File: config.mk
export PLATFORM = sky130hd
export DESIGN_NAME = reaction_timer
export DESIGN_NICKNAME = d
export VERILOG_FILES = /design/src/rtl/reaction_timer.sv
export SDC_FILE = /design/constraint.sdc
export NUM_CORES = 1
export LEC_CHECK = 0
export ABC_AREA = 1
export CAP_MARGIN = 20
export CELL_PAD_IN_SITES_DETAIL_PLACEMENT = 1
export CELL_PAD_IN_SITES_GLOBAL_PLACEMENT = 1
export CORE_ASPECT_RATIO = 0.5
export CORE_MARGIN = 8
export CORE_UTILIZATION = 44
export CTS_CLUSTER_DIAMETER = 100
export DETAILED_ROUTE_END_ITERATION = 10
export GPL_ROUTABILITY_DRIVEN = 0
export GPL_TIMING_DRIVEN = 0
export PLACE_DENSITY = 0.86
export SETUP_SLACK_MARGIN = 0.15
export SYNTH_ARGS = -nofsm -noshare
export SYNTH_HDL_FRONTEND = slang
export SYNTH_SLANG_ARGS = --single-unit
export TNS_END_PERCENT = 50
File: constraint.sdc
create_clock -name clk -period 5.3 [get_ports clk]
set_clock_uncertainty 0.2 [all_clocks]
set_input_delay 0.53 -clock clk [delete_from_list [all_inputs] [get_ports clk]]
set_output_delay 0.53 -clock clk [all_outputs]
set_load 0.01 [all_outputs]
File: src/rtl/reaction_timer.sv
// -----------------------------------------------------------------------------
// reaction_timer
//
// Measures a player's reaction time, in milliseconds, from "lights out" to the
// player's button press. The running count and all results are kept as four
// BCD digits so they can drive a 7-segment display without conversion.
//
// Attempt flow:
//   IDLE/DONE --arm--> ARMED --lights_out--> TIMING --press--> DONE
//   A press while ARMED is a jump start. If the count reaches MAX_COUNT and
//   another tick arrives, the attempt ends as a timeout.
//
// Parameters:
//   MAX_COUNT   : BCD saturation value of the reaction count (ms)
//   SYNC_STAGES : number of button synchronizer flops (2 or 3)
//
// Ports:
//   clk          in   system clock, all state changes on the rising edge
//   rst_n        in   asynchronous active-low reset
//   tick         in   one-cycle 1 ms enable pulse
//   arm          in   one-cycle pulse, light sequence has started
//   lights_out   in   one-cycle pulse, all lights off, race start
//   button       in   raw asynchronous push-button, active-high
//   reaction     out  last result, 4 BCD digits (ms)
//   best         out  lowest valid result since reset, 4 BCD digits
//   result_valid out  one-cycle pulse when reaction is updated
//   jump_start   out  level, last attempt was a jump start
//   timed_out    out  level, last attempt saturated at MAX_COUNT
//   busy         out  high while ARMED or TIMING
// -----------------------------------------------------------------------------
module reaction_timer #(
  parameter logic [15:0] MAX_COUNT   = 16'h9999,
  parameter int          SYNC_STAGES = 2
) (
  input  logic        clk,
  input  logic        rst_n,
  input  logic        tick,
  input  logic        arm,
  input  logic        lights_out,
  input  logic        button,
  output logic [15:0] reaction,
  output logic [15:0] best,
  output logic        result_valid,
  output logic        jump_start,
  output logic        timed_out,
  output logic        busy
);

  typedef enum logic [1:0] {
    IDLE   = 2'd0,
    ARMED  = 2'd1,
    TIMING = 2'd2,
    DONE   = 2'd3
  } state_t;

  // ---------------------------------------------------------------------------
  // Button synchronizer and press edge detector
  // ---------------------------------------------------------------------------
  logic [SYNC_STAGES-1:0] sync_q;
  logic                   btn_d_q;
  logic                   btn_s;
  logic                   press_evt;

  // NOTE: sequential blocks use non-blocking (<=) so every flop samples the
  // values from before the edge; blocking here would collapse the chain.
  always_ff @(posedge clk or negedge rst_n) begin
    if (!rst_n) begin
      sync_q  <= '0;
      btn_d_q <= 1'b0;
    end else begin
      sync_q  <= {sync_q[SYNC_STAGES-2:0], button};
      btn_d_q <= btn_s;
    end
  end

  assign btn_s = sync_q[SYNC_STAGES-1];

  // Edge-based press: a button held across arm never yields a new edge, and
  // a long hold produces exactly one event.
  assign press_evt = btn_s & ~btn_d_q;

  // ---------------------------------------------------------------------------
  // BCD increment of a 4-digit value (digit 9 wraps to 0 and carries on)
  // ---------------------------------------------------------------------------
  function automatic logic [15:0] bcd_inc(input logic [15:0] v);
    logic [15:0] r;
    logic        carry;
    r     = v;
    carry = 1'b1;
    for (int i = 0; i < 4; i++) begin
      if (carry) begin
        if (v[i*4 +: 4] == 4'd9) begin
          r[i*4 +: 4] = 4'd0;
        end else begin
          r[i*4 +: 4] = v[i*4 +: 4] + 4'd1;
          carry       = 1'b0;
        end
      end
    end
    return r;
  endfunction

  // ---------------------------------------------------------------------------
  // State and result registers
  // ---------------------------------------------------------------------------
  state_t      state_q,    state_d;
  logic [15:0] cnt_q,      cnt_d;
  logic [15:0] reaction_q, reaction_d;
  logic [15:0] best_q,     best_d;
  logic        valid_q,    valid_d;
  logic        jump_q,     jump_d;
  logic        tmo_q,      tmo_d;
  logic        good_result;

  always_ff @(posedge clk or negedge rst_n) begin
    if (!rst_n) begin
      state_q    <= IDLE;
      cnt_q      <= 16'h0000;
      reaction_q <= 16'h0000;
      best_q     <= MAX_COUNT;
      valid_q    <= 1'b0;
      jump_q     <= 1'b0;
      tmo_q      <= 1'b0;
    end else begin
      state_q    <= state_d;
      cnt_q      <= cnt_d;
      reaction_q <= reaction_d;
      best_q     <= best_d;
      valid_q    <= valid_d;
      jump_q     <= jump_d;
      tmo_q      <= tmo_d;
    end
  end

  // ---------------------------------------------------------------------------
  // Next-state and result logic
  // ---------------------------------------------------------------------------
  always_comb begin
    // NOTE: every signal assigned here gets a default first, so no path can
    // leave one unassigned and infer a latch.
    state_d     = state_q;
    cnt_d       = cnt_q;
    reaction_d  = reaction_q;
    best_d      = best_q;
    valid_d     = 1'b0;
    jump_d      = jump_q;
    tmo_d       = tmo_q;
    good_result = 1'b0;

    unique case (state_q)
      IDLE, DONE: begin
        // Presses and lights_out are ignored here; only arm starts an attempt.
        if (arm) begin
          state_d = ARMED;
          cnt_d   = 16'h0000;
          jump_d  = 1'b0;
          tmo_d   = 1'b0;
        end
      end

      ARMED: begin
        if (press_evt && lights_out) begin
          // Press in the very cycle the lights go out counts as a legal
          // zero-millisecond reaction, not a jump start.
          state_d     = DONE;
          reaction_d  = 16'h0000;
          valid_d     = 1'b1;
          good_result = 1'b1;
        end else if (press_evt) begin
          state_d    = DONE;
          reaction_d = 16'h0000;
          valid_d    = 1'b1;
          jump_d     = 1'b1;
        end else if (lights_out) begin
          state_d = TIMING;
          cnt_d   = 16'h0000;
        end
      end

      TIMING: begin
        if (press_evt) begin
          // A tick in the same cycle as the press is not counted.
          state_d     = DONE;
          reaction_d  = cnt_q;
          valid_d     = 1'b1;
          good_result = 1'b1;
        end else if (tick) begin
          if (cnt_q >= MAX_COUNT) begin
            state_d    = DONE;
            reaction_d = MAX_COUNT;
            valid_d    = 1'b1;
            tmo_d      = 1'b1;
          end else begin
            cnt_d = bcd_inc(cnt_q);
          end
        end
      end

      default: state_d = IDLE;
    endcase

    // Packed BCD orders the same as its decimal value, so a plain unsigned
    // compare selects the faster time. Equal results leave best untouched.
    if (good_result && (reaction_d < best_q)) begin
      best_d = reaction_d;
    end
  end

  // ---------------------------------------------------------------------------
  // Outputs
  // ---------------------------------------------------------------------------
  assign reaction     = reaction_q;
  assign best         = best_q;
  assign result_valid = valid_q;
  assign jump_start   = jump_q;
  assign timed_out    = tmo_q;
  assign busy         = (state_q == ARMED) || (state_q == TIMING);

endmodule

==> flow_metrics.py <==
metrics = {
    "finish": {
        "diodes": 0,
        "final_cell_mix": "nand2_1, inv_1, dfrtp_1, clkdlybuf4s50_1, nand3_1",
        "fill_cells": 785,
        "area_growth_pct": 23.5,
        "drive_above_1_share_pct": 12.1,
        "finish.net_count": 419,
        "final_area_um2": 3700,
        "final_common_cell": "nand2_1",
    },
    "grt": {
        "grt_pass1_vias": 2825,
        "grt_use_total_pct": 19.5,
        "grt-ovfl-total": 0,
        "grt_pass1_wl_um": 15100,
        "grt_max_degree": 30,
        "antenna_found_initial": 1,
    },
    "timing": {
        "worstMarginPinSlew_ps": 682,
        "slew_viol_final": 0,
        "period_minus_slack_ps": 4180,
        "tns_ps": 0,
        "rsz0062_at_grt": "no",
        "finalCritPeriodShare_pct": 78.8,
        "whs_ps": 65.6,
        "setup_violations": 0,
        "slew_headroom_pct": 54.5,
        "hold_viol_final": 0,
        "clock.fmax_mhz": 239,
    },
    "placement": {
        "post_dp_cell_area_um2": 3540,
        "post-dp-hpwl_um": 7020,
        "portBuffers": 41,
    },
    "power_and_ir_drop": {
        "p_int_mw": 1.22,
        "swShare_pct": 43.8,
        "p_leak_nw": 1.70,
        "netSwitchingPower_mw": 0.951,
        "powerDensity_nw_per_um2": 586,
        "ir_worst_vdd_mv": 0.261,
        "p_comb_share_pct": 51.8,
        "p_seq_share_pct": 30.6,
        "clkPwrFrac_pct": 17.6,
    },
    "critical_path": {
        "worst_setup_path_start_kind": "flop",
        "rr_endpoint": "best[14]",
        "critPathKind": "reg -> reg",
        "ff2ff_setup_slack_ps": 1120,
        "crit_path_end_kind": "flop",
        "rr_worst_depth": 17,
        "cp.required_ps": 5290,
        "path_max_fanout": 10,
        "timing.rr.start": "cnt_q[10]",
        "worst_ep_arrival_time_ps": 4170,
    },
    "yosys": {
        "synthAdderAreaFrac_pct": 7.09,
        "syn_inst": 347,
        "syn_area_um2": 3000,
        "synth-async-reset-ratio_pct": 100,
        "synth_top_family_by_area": "simple AND/OR/NAND/NOR gates",
        "yosys.area_share.simple_pct": 22.5,
        "synth-xor-area-share_pct": 0.292,
        "syn_nets": 370,
        "synth-main-ff-cell": "dfrtp_1",
        "synthMuxAreaShare_pct": 0,
        "yosys_warnings": 0,
        "synth.distinct_cells": 39,
        "synth_edf_count": 0,
        "ys_ff_latch": 56,
        "synth_compound_area_share_pct": 14.1,
        "ys_seq_area_share_pct": 47.1,
        "syn_avg_cell_area_um2": 8.64,
    },
    "die": {
        "die_area_um2": 9870,
        "die_x_um": 133,
        "coreArea_um2": 6650,
        "row_count": 21,
        "floorplan.initialDensity_pct": 45.1,
        "ios": 42,
        "die_h_um": 74.4,
    },
    "run_status": {
        "outcome": "finished, final reports clean",
    },
    "route": {
        "drt_iter0_markers": 147,
        "wl_per_cell_um": 18.5,
        "drt-pass1-iter-count": 4,
        "viasPerCell": 5.31,
        "ant_nets": 0,
        "drc": 0,
        "finalWirelength_um": 9040,
        "num_vias": 2597,
    },
    "clock_tree": {
        "cts_buffers": 5,
        "cts-resized-gates": 0,
        "cts_setup_buffers": 0,
        "htree_levels": 2,
        "clock_latency_ps": 300,
        "hold_buffers": 0,
        "root_buffer": "clkbuf_16",
        "clock-sinks": 56,
        "cts_tree": "built",
        "clkTransAtPathRegs_ps": 70,
        "clk_path_buf_depth": 2,
    },
    "run": {
        "cap_viol_max_count": 0,
    },
    "hold_path": {
        "hold_class": "in -> async",
    },
}
routing by layer:
metal  global-route usage (%)  routed length [um]  vias to the layer above
met5                        0                  11                        -
met4                     6.23                  87                        2
met3                     3.91                 338                        9
met2                     34.9                4460                       43
met1                     23.6                4140                     1296
li1                         -                   -                     1247
kinds of logic after synthesis:
group / after synthesis
AO/OA/AOI/OAI: 63
AND/OR/NAND/NOR: 146
XOR/XNOR: 1
flip-flops: 56
adder cells (fa/ha/maj): 17
buffers and inverters: 64
flip-flops by register name (all words and copies together) (netlist names):
register / cells
cnt_q: 16
best: 16
jump_start: 1
btn_d_q: 1
reaction: 16
sync_q: 2
state_q: 2
result_valid: 1
timed_out: 1
synthesized netlist by cell type, drive strengths merged, types with 3 or more instances:
cell type / instances / area, um2
nand2: 83 / 329
inv: 56 / 210
dfrtp: 48 / 1200
nor2: 26 / 131
nand3: 23 / 115
o21ai: 20 / 100
ha: 17 / 213
a21oi: 16 / 80.1
o32ai: 9 / 78.8
dfstp: 8 / 210
buf: 6 / 50.0
nand4: 6 / 43.8
a32o: 4 / 40.0
a31oi: 3 / 18.8
o21a: 3 / 22.5
o31ai: 3 / 22.5
or2: 3 / 18.8
worst max-delay path by stage:
stage	startpoint	to	slack (ps)	cells past startpoint
2_1_floorplan	state_q[0]	best[10]	2040	16
3_5_place_dp	cnt_q[10]	best[13]	1280	17
5_1_grt	cnt_q[10]	best[13]	820	17
6_report	cnt_q[10]	best[14]	1120	17
4_1_cts	cnt_q[10]	best[14]	1200	17
3_3_place_gp	tick	best[10]	1460	13
worst max-delay path, stage by stage (launching register included):
cell and delay [ps]:
dfrtp_1 420, inv_1 150, nand4_1 220, nor2_1 200, nand2_1 70, nand2_1 120, nand2_2 110, a31oi_1 510
o32ai_1 320, ha_1 380, a21oi_1 140, nand3b_1 110, a21oi_1 120, a2111oi_4 530, nand2_4 160, buf_6 180
nand2_1 70, nand2_1 60
per-stage QoR:
stage,util (%),setup slack [ps],instances,power (mW)
2_1_floorplan,-,2040,347,1.34
3_3_place_gp,53.0,1460,480,1.70
3_5_place_dp,53.2,1280,481,1.79
4_1_cts,55.7,1200,489,2.18
5_1_grt,55.7,821,489,2.33
6_report,55.7,1120,489,2.17
layout make-up:
cell class              instances  area [um2]  share of cell area, %
multi-input cells             227        1320                   35.6
inverters                      57         215                   5.81
well taps                      92         115                   3.11
repair buffers                 42         425                   11.5
plain buffers                   7        53.8                   1.45
clock buffers                   6         129                   3.48
clock inverters                 2        35.0                  0.946
flip-flops and latches         56        1410                   38.1
power by group through the flow:
stage | combinational, mW | sequential (mW) | clock [mW]
floorplan | 0.661 | 0.684 | 0
global placement | 1.04 | 0.657 | 0
detailed placement | 1.12 | 0.670 | 0
CTS | 1.13 | 0.662 | 0.386
global route | 1.25 | 0.680 | 0.401
finish | 1.12 | 0.663 | 0.383
Power figures use the tool's default switching activity.
